--- config.mk ---
export PLATFORM = sky130hd
export DESIGN_NAME = lutram_bist_ctrl
export DESIGN_NICKNAME = d
export VERILOG_FILES = /design/src/rtl/lutram_bist_pkg.sv /design/src/rtl/lutram_bist_addr_gen.sv /design/src/rtl/lutram_bist_ctrl.sv
export SDC_FILE = /design/constraint.sdc
export NUM_CORES = 1
export LEC_CHECK = 0
export ABC_AREA = 0
export CORE_ASPECT_RATIO = 1.1
export CORE_MARGIN = 8
export CORE_UTILIZATION = 45
export DETAILED_ROUTE_END_ITERATION = 10
export PLACE_DENSITY = 0.76
export SLEW_MARGIN = 20
export SYNTH_ARGS = -nofsm -noshare
export SYNTH_HDL_FRONTEND = slang
export SYNTH_HIERARCHICAL = 1
export SYNTH_SLANG_ARGS = --single-unit
--- constraint.sdc ---
create_clock -name clk_i -period 3.8 [get_ports clk_i]
set_input_delay 0.38 -clock clk_i [delete_from_list [all_inputs] [get_ports clk_i]]
set_output_delay 0.38 -clock clk_i [all_outputs]
set_load 0.02 [all_outputs]
--- src/rtl/lutram_bist_pkg.sv ---
`default_nettype none
// ============================================================================
// Module      : lutram_bist_pkg
// Description : Shared types for the LUTRAM march-test sequencer: the FSM
//               state encoding and the expected-data polarity of each read.
// Revision    : 1.0 - initial release
// ============================================================================
package lutram_bist_pkg;

    typedef enum logic [2:0] {
        ST_IDLE = 3'd0,
        ST_M0_W = 3'd1,
        ST_M1_R = 3'd2,
        ST_M1_W = 3'd3,
        ST_M2_R = 3'd4,
        ST_M2_W = 3'd5,
        ST_M3_R = 3'd6,
        ST_DONE = 3'd7
    } bist_state_e;

    // Expected polarity of read data relative to the background pattern P
    localparam logic POL_P     = 1'b0;
    localparam logic POL_NOT_P = 1'b1;

    // Only the M2 read element expects the inverted background
    function automatic logic read_polarity(input bist_state_e st);
        return (st == ST_M2_R) ? POL_NOT_P : POL_P;
    endfunction

endpackage
`default_nettype wire

--- src/rtl/lutram_bist_addr_gen.sv ---
`default_nettype none
// ============================================================================
// Module      : lutram_bist_addr_gen
// Description : Up/down address counter for the march sequencer with
//               load-zero / load-last controls and first/last flags.
// Revision    : 1.0 - initial release
// ============================================================================
module lutram_bist_addr_gen #(
    parameter int ADDR_WIDTH = 8,
    parameter int DEPTH      = 256
) (
    input  logic                  clk_i,
    input  logic                  rst_ni,
    input  logic                  load_zero,
    input  logic                  load_last,
    input  logic                  inc,
    input  logic                  dec,
    output logic [ADDR_WIDTH-1:0] addr,
    output logic                  is_first,
    output logic                  is_last
);

    localparam logic [ADDR_WIDTH-1:0] LAST_ADDR = ADDR_WIDTH'(DEPTH - 1);
    localparam logic [ADDR_WIDTH-1:0] ONE       = ADDR_WIDTH'(1);

    // Address register; loads take priority over counting
    always_ff @(posedge clk_i or negedge rst_ni) begin
        if (!rst_ni) begin
            addr <= '0;
        end else if (load_zero) begin
            addr <= '0;
        end else if (load_last) begin
            addr <= LAST_ADDR;
        end else if (inc) begin
            addr <= addr + ONE;
        end else if (dec) begin
            addr <= addr - ONE;
        end
    end

    assign is_first = (addr == '0);
    assign is_last  = (addr == LAST_ADDR);

endmodule
`default_nettype wire

--- src/rtl/lutram_bist_ctrl.sv ---
`default_nettype none
// ============================================================================
// Module      : lutram_bist_ctrl
// Description : March-test sequencer for a LUTRAM with asynchronous read.
//               Runs M0..M3 (write P / r P w ~P / r ~P w P / r P), counts
//               mismatches (saturating) and captures the first failing address.
// Revision    : 1.0 - initial release
// ============================================================================
module lutram_bist_ctrl
    import lutram_bist_pkg::*;
#(
    parameter int ADDR_WIDTH    = 8,
    parameter int DATA_WIDTH    = 8,
    parameter int DEPTH         = 256,
    parameter int ERR_CNT_WIDTH = 16
) (
    input  logic                     clk_i,
    input  logic                     rst_ni,
    input  logic                     start_i,
    input  logic [DATA_WIDTH-1:0]    pattern_i,
    output logic                     lutram_we_o,
    output logic [ADDR_WIDTH-1:0]    lutram_addr_o,
    output logic [DATA_WIDTH-1:0]    lutram_di_o,
    input  logic [DATA_WIDTH-1:0]    lutram_do_i,
    output logic                     busy_o,
    output logic                     done_o,
    output logic                     fail_o,
    output logic [ERR_CNT_WIDTH-1:0] err_cnt_o,
    output logic [ADDR_WIDTH-1:0]    first_fail_addr_o
);

    localparam logic [ERR_CNT_WIDTH-1:0] ERR_MAX = {ERR_CNT_WIDTH{1'b1}};
    localparam logic [ERR_CNT_WIDTH-1:0] ERR_ONE = ERR_CNT_WIDTH'(1);

    bist_state_e           state;
    bist_state_e           state_next;
    logic [DATA_WIDTH-1:0] pattern;
    logic [DATA_WIDTH-1:0] expected;
    logic [ADDR_WIDTH-1:0] addr;
    logic                  is_first;
    logic                  is_last;
    logic                  load_zero;
    logic                  load_last;
    logic                  inc;
    logic                  dec;
    logic                  start_accept;
    logic                  is_read;
    logic                  mismatch;

    lutram_bist_addr_gen #(
        .ADDR_WIDTH (ADDR_WIDTH),
        .DEPTH      (DEPTH)
    ) u_addr_gen (
        .clk_i     (clk_i),
        .rst_ni    (rst_ni),
        .load_zero (load_zero),
        .load_last (load_last),
        .inc       (inc),
        .dec       (dec),
        .addr      (addr),
        .is_first  (is_first),
        .is_last   (is_last)
    );

    // State register
    always_ff @(posedge clk_i or negedge rst_ni) begin
        if (!rst_ni) begin
            state <= ST_IDLE;
        end else begin
            state <= state_next;
        end
    end

    // Next-state and address-counter control
    always_comb begin
        state_next = state;
        load_zero  = 1'b0;
        load_last  = 1'b0;
        inc        = 1'b0;
        dec        = 1'b0;
        case (state)
            ST_IDLE: begin
                if (start_i) begin
                    state_next = ST_M0_W;
                    load_zero  = 1'b1;
                end
            end
            ST_M0_W: begin
                if (is_last) begin
                    state_next = ST_M1_R;
                    load_zero  = 1'b1;
                end else begin
                    inc = 1'b1;
                end
            end
            ST_M1_R: state_next = ST_M1_W;
            ST_M1_W: begin
                if (is_last) begin
                    state_next = ST_M2_R;
                    load_last  = 1'b1;
                end else begin
                    state_next = ST_M1_R;
                    inc        = 1'b1;
                end
            end
            ST_M2_R: state_next = ST_M2_W;
            ST_M2_W: begin
                if (is_first) begin
                    state_next = ST_M3_R;
                    load_last  = 1'b1;
                end else begin
                    state_next = ST_M2_R;
                    dec        = 1'b1;
                end
            end
            ST_M3_R: begin
                if (is_first) begin
                    state_next = ST_DONE;
                end else begin
                    dec = 1'b1;
                end
            end
            ST_DONE: state_next = ST_IDLE;
            default: state_next = ST_IDLE;
        endcase
    end

    // Port decode and read-compare, purely from state, address and pattern
    always_comb begin
        start_accept  = (state == ST_IDLE) && start_i;
        lutram_we_o   = (state == ST_M0_W) || (state == ST_M1_W) || (state == ST_M2_W);
        lutram_di_o   = (state == ST_M1_W) ? ~pattern : pattern;
        lutram_addr_o = addr;
        busy_o        = (state != ST_IDLE) && (state != ST_DONE);
        done_o        = (state == ST_DONE);
        is_read       = (state == ST_M1_R) || (state == ST_M2_R) || (state == ST_M3_R);
        expected      = (read_polarity(state) == POL_NOT_P) ? ~pattern : pattern;
        mismatch      = is_read && (lutram_do_i != expected);
    end

    // Background pattern, latched when a run is accepted
    always_ff @(posedge clk_i or negedge rst_ni) begin
        if (!rst_ni) begin
            pattern <= '0;
        end else if (start_accept) begin
            pattern <= pattern_i;
        end
    end

    // Result registers: cleared on start, updated on each mismatch, held otherwise
    always_ff @(posedge clk_i or negedge rst_ni) begin
        if (!rst_ni) begin
            err_cnt_o         <= '0;
            fail_o            <= 1'b0;
            first_fail_addr_o <= '0;
        end else if (start_accept) begin
            err_cnt_o         <= '0;
            fail_o            <= 1'b0;
            first_fail_addr_o <= '0;
        end else if (mismatch) begin
            if (err_cnt_o != ERR_MAX) begin
                err_cnt_o <= err_cnt_o + ERR_ONE;
            end
            fail_o <= 1'b1;
            if (!fail_o) begin
                first_fail_addr_o <= addr;
            end
        end
    end

endmodule
`default_nettype wire
==> impl_metrics.tcl, run 1 <==
set metrics [dict create \
    status "finished, final reports clean" \
    rows 30 \
    drtAntennaViolNets 0 \
    ys_seq_elements 44 \
    required_ns 3.93 \
    num-nets-final 392 \
    final_area_um2 3561 \
    dp_hpwl_um 5237 \
    min_period_ns 2.703 \
    avgSynthCellArea_um2 9.026 \
    cts_made_buffers 5 \
    rsz0062_at_grt "false" \
    cpMaxStageDelayCell "dfrtp_1" \
    cp-start-kind "flip-flop" \
    holdBufCountCts 0 \
    maxCapViolCount 0 \
    die_w_um 91.06 \
    hold_class "in2async" \
    layout-drive-gt1-share 0.07104 \
    fin_crit_sh 0.7113 \
    crit_path_max_fanout 7 \
    seqCellArea_um2 1101 \
    start_util 0.4586 \
    wire_per_inst_um 16.30 \
    crit_arrival_ns 2.84 \
    clock_sinks 44 \
    synthesis.nets 336 \
    viasPerCell 5.738 \
    setup_tns_ns 0 \
    cts_tree "built" \
    synth.yosys.warnings 6 \
    worst_clock_skew_ns 0.004423 \
    synthToLayoutAreaGrowth_pct 27.68 \
    postCtsResizedCells 0 \
    core_area_um2 6081 \
    grt_pass1_wl_um 12080 \
    hold_violations 0 \
    relSlewSlack 0.3430 \
    synthDistinctLibCells 57 \
    path_cells "nand4_1 > nor2_1 > nor3b_1 > buf_4 > inv_1 > ha_1 > a21o_1 > and4_4 > or3_2 > nand3_1 > a21oi_1" \
    placed_cell_area_um2 3447 \
    die_h_um 98.57 \
    io_pins 63 \
    fmax_mhz 370.0 \
    syn_inst 309 \
    firstDrtPassIters 4 \
    cts.clk_slew.worst_paths_ns 0.09 \
    synthFlopType "dfrtp_1" \
    clk_latency_ns 0.30 \
    grt_overflow_total 0 \
    synth_edf_count 0 \
    final_common_cell "clkdlybuf4s50_1" \
    port_buffers 62 \
    clockBufferDepth 2 \
    vias 2559 \
    place.gp.congestion 0.8511 \
    path_class "reg2reg" \
    multi_input_area_um2 1604 \
    layout_common_cells "61 x clkdlybuf4s50_1, 49 x nand2_1, 44 x dfrtp_1" \
    track_usage 0.1607 \
    synth.yosys.seq_area_share 0.3948 \
    first_global_vias 2529 \
    ir_drop_uv 463.5 \
    grt_max_degree 45 \
    htree_levels 2 \
    cp_slowest_stage_delay_ns 0.48 \
    slew_violations 0 \
    drt_first_iter_violations 125 \
    cts-root-buf "clkbuf_8" \
    drc 0 \
    antenna_found_initial 0 \
    p_leak_uw 0.001486 \
    post_cts_buffers 0 \
    fin_util 0.5856 \
    wl_um 7271 \
    setup_viol 0 \
    tightest_slew_ns 0.9831 \
    fin_cells 446 \
    fillers 555 \
    dieArea_um2 8975 \
    antenna_cells 0 \
    cp-end-kind "flip-flop" \
    netlist_area_um2 2789 \
    dp.cells 438 \
    cellPowerDensity_nw_per_um2 846.1 \
    async_flop_share 1.000 \
]
logic make-up (layout without fill, tap and decap cells):
kind of cell | after synthesis | in the layout | share of synthesized area
flops | 44 | 44 | 0.3948
fa+ha+maj | 8 | 8 | 0.03858
xor+xnor | 21 | 21 | 0.06595
compound gates | 62 | 62 | 0.1534
buf+inv | 18 | 75 | 0.03005
mux | 8 | 8 | 0.02916
simple gates | 148 | 148 | 0.2880
power breakdown:
part	switching (uW)	internal [uW]
combinational	921	852
clock	166	195
sequential	229	649
cell usage after synthesis (4+ instances only):
master     n  area share
nand3_1    8       0.014
nand2_1   49       0.066
dfrtp_1   44        0.39
nand2b_1   9       0.020
nor2_1    19       0.026
clkbuf_1  10       0.013
xnor2_1   18       0.057
ha_1       7       0.031
and2_1     4      0.0090
a21oi_1   19       0.034
and3_1     5       0.011
o21ai_0   14       0.025
nand4_1    9       0.020
or3_1      5       0.011
a32o_1     8       0.029
nor3_1     6       0.011
mux2i_1    7       0.025
nor2b_1   10       0.022
and4_4     4       0.016
through the flow:
stage	hold WS, ns	power [uW]	worst slack [ns]
after floorplan	0.08441	2002	0.9428
after global placement	0.4907	2623	1.195
after detailed placement	0.4966	2669	1.115
after CTS	0.2743	3034	1.108
after global routing	0.1111	3242	0.8424
final	0.06606	3013	1.097
flip-flops by register name (all words and copies together), names as in the netlist:
register	count
pattern	8
first_fail_addr_o	8
u_addr_gen/addr	8
state	3
err_cnt_o	16
fail_o	1
metal layers:
metal,up-vias,track usage,wire [um]
met1,1246,0.1821,3033
met5,-,0,0
met4,0,0.07314,95
li1,1226,-,-
met2,80,0.2648,3529
met3,7,0.05703,612
layout make-up:
class / instances / share of cell area
well taps: 80 / 0.02811
inverters: 3 / 0.003162
repair buffers: 64 / 0.1778
clock buffers: 5 / 0.01933
multi-input cells: 247 / 0.4505
clock inverters: 3 / 0.01195
flip-flops and latches: 44 / 0.3092
critical path, delay by kind of cell (launching register included):
kind	cells	cell delay [ns]
AOI/OAI and AO/OA	2	0.24
adders and majority gates	1	0.28
buffers and inverters	2	0.39
and+or+nand+nor	6	1.15
DFF	1	0.48
path summary, 6_finish.rpt:
check                                               startpoint                             end  slack, ns  cells past startpoint
worst max-delay path            u_addr_gen/addr[0]$_DFFE_PN0P_  u_addr_gen/addr[5]$_DFFE_PN0P_       1.10                     11
worst min-delay path                                    rst_ni          pattern[1]$_DFFE_PN0P_       0.07                      1
worst max register to register  u_addr_gen/addr[0]$_DFFE_PN0P_  u_addr_gen/addr[5]$_DFFE_PN0P_       1.10                     11
worst min register to register       err_cnt_o[15]$_DFFE_PN0P_       err_cnt_o[15]$_DFFE_PN0P_       0.51                      1
max in group asynchronous                               rst_ni       err_cnt_o[15]$_DFFE_PN0P_       3.35                      1
min in group clk_i                   err_cnt_o[15]$_DFFE_PN0P_       err_cnt_o[15]$_DFFE_PN0P_       0.51                      1
Power figures use the tool's default switching activity.
==> run 2, diff against run 1 <==
clock period = 2.7 ns   (was 3.8 ns; I/O delays follow)
==> impl_metrics.tcl, run 2 (same netlist as run 1, synthesis figures left out) <==
set metrics [dict create \
    firstDrtPassIters 4 \
    fin_util 0.6025 \
    hold_class "in2async" \
    layout-drive-gt1-share 0.09626 \
    clk_latency_ns 0.29 \
    slew_violations 0 \
    drt_first_iter_violations 134 \
    drc 0 \
    num-nets-final 401 \
    combPwrFrac 0.589 \
    setup_viol 0 \
    synthToLayoutAreaGrowth_pct 31.36 \
    crit_family "simple AND/OR/NAND/NOR gates" \
    clockBufferDepth 2 \
    largest_reg_flops 16 \
    crit_path_max_fanout 7 \
    track_usage 0.1599 \
    core_area_um2 6081 \
    port_buffers 62 \
    relSlewSlack 0.5743 \
    rsz0062_at_grt "false" \
    required_ns 2.88 \
    cts_made_buffers 5 \
    hold_violations 44 \
    fin_crit_sh 0.9381 \
    p_int_uw 2526 \
    cts_tree "built" \
    timing.hold.ws_ns -0.03150 \
    wl_um 7111 \
    violations "negative hold slack" \
    cp-start-kind "flip-flop" \
    maxCapViolCount 0 \
    htree_levels 2 \
    cpMaxStageDelayCell "dfrtp_1" \
    antenna_cells 0 \
    antenna_found_initial 0 \
    largest_register "err_cnt_o" \
    cts-root-buf "clkbuf_8" \
    crit_arrival_ns 2.71 \
    post_cts_buffers 0 \
    layout_common_cells "61 x clkdlybuf4s50_1, 49 x nand2_1, 44 x dfrtp_1" \
    ir_drop_uv 864.5 \
    vias 2527 \
    cellPowerDensity_nw_per_um2 1187 \
    wire_per_inst_um 15.66 \
    holdBufCountCts 0 \
    p_sw_uw 1823 \
    cts.clk_slew.worst_paths_ns 0.08 \
    dp_hpwl_um 5287 \
    die_w_um 91.06 \
    p_sw_frac 0.4191 \
    setup_tns_ns 0 \
    min_period_ns 2.533 \
    final_common_cell "clkdlybuf4s50_1" \
    cp-end-kind "flip-flop" \
    grt_max_degree 45 \
    viasPerCell 5.566 \
    clock_sinks 44 \
    path_class "reg2reg" \
    status "finished with violations" \
    grt_overflow_total 0 \
    place.gp.congestion 0.8844 \
    fmax_mhz 394.8 \
    io_pins 63 \
    first_global_vias 2544 \
    die_h_um 98.57 \
    p_clk_frac 0.133 \
    path_cells "nand4_1 > nor2_1 > nor3b_2 > inv_2 > ha_1 > a21oi_1 > nand2_1 > o2111a_1 > nor3_1 > and4b_1" \
    fillers 561 \
    worst_clock_skew_ns 0.003354 \
    cp_slowest_stage_delay_ns 0.46 \
    rrSetupSlack_ns 0.17 \
    tightest_slew_ns 0.6317 \
    rows 30 \
    grt_pass1_wl_um 12190 \
    start_util 0.4586 \
    drtAntennaViolNets 0 \
    p_leak_uw 0.001545 \
    cp_num_buf_inv 1 \
    p_seq_frac 0.277 \
    dieArea_um2 8975 \
]
==> run 2: cell types whose count changed in the layout (fill, tap and decap cells not counted) <==
| cell | before | now |
|---|---|---|
| buf_12 | 0 | 1 |
| inv_2 | 0 | 1 |
| clkinvlp_4 | 1 | 0 |
| bufinv_16 | 1 | 2 |
| buf_4 | 3 | 11 |
| inv_1 | 3 | 2 |
| nor3b_2 | 1 | 2 |
| nor3b_1 | 1 | 0 |
| clkinv_2 | 1 | 0 |
==> run 2: power groups by stage <==
stage	combinational, uW	sequential [uW]	clock [uW]
2_1_floorplan	1460	1360	0
3_3_place_gp	2550	1210	0
3_5_place_dp	2570	1220	0
4_1_cts	2580	1210	595
5_1_grt	2820	1250	628
6_report	2560	1210	579
==> run 2: repair_timing <==
item | CTS | global route
gates resized for setup | 0 | 1
endpoints found under the setup margin | 0 | 2
hold endpoints to repair | 0 | 0
==> run 2: layout make-up <==
type                    instances  area, um^2  share of cell area
repair buffers                 73       713.2              0.1947
clock buffers                   5       68.82             0.01878
clock inverters                 2       60.06             0.01639
multi-input cells             247        1609              0.4392
inverters                       3       11.26            0.003074
flip-flops and latches         44        1101              0.3005
well taps                      80       100.1             0.02732
==> run 2: worst register-to-register path, delay by kind of cell (launching register included) <==
family	cells	cell delay [ns]
DFF	1	0.46
adders and majority gates	1	0.39
AOI/OAI and AO/OA	2	0.44
and+or+nand+nor	6	1.00
buffers and inverters	1	0.14
==> run 2: final timing paths <==
kind,startpoint,endpoint,depth (start not counted)
max in group asynchronous,rst_ni,err_cnt_o[3]$_DFFE_PN0P_,1
worst min-delay path,rst_ni,pattern[5]$_DFFE_PN0P_,1
min in group clk_i,err_cnt_o[15]$_DFFE_PN0P_,err_cnt_o[15]$_DFFE_PN0P_,1
worst min register to register,err_cnt_o[15]$_DFFE_PN0P_,err_cnt_o[15]$_DFFE_PN0P_,1
worst max register to register,u_addr_gen/addr[1]$_DFFE_PN0P_,u_addr_gen/addr[7]$_DFFE_PN0P_,10
worst max-delay path,u_addr_gen/addr[1]$_DFFE_PN0P_,u_addr_gen/addr[7]$_DFFE_PN0P_,10
==> run 2: per-layer routing <==
layer  vias up  track usage  share of wire
met3         6      0.05171          0.073
met4         0      0.03909         0.0098
met2        74       0.2788           0.51
li1       1240            -              -
met5         -            0              0
met1      1207       0.1840           0.41
==> run 2: per-stage QoR <==
stage | instance area, um^2 | std cells | total power (uW) | hold slack [ns] | setup WS (ns)
2_1_floorplan | 2794 | 309 | 2819 | -0.02559 | 0.09894
3_3_place_gp | 3532 | 447 | 3758 | 0.4897 | 0.2626
3_5_place_dp | 3532 | 447 | 3789 | 0.4908 | 0.1289
4_1_cts | 3661 | 454 | 4383 | 0.1731 | 0.1207
5_1_grt | 3664 | 454 | 4702 | 0.007118 | 0.02528
6_report | 3664 | 454 | 4349 | -0.03150 | 0.1671
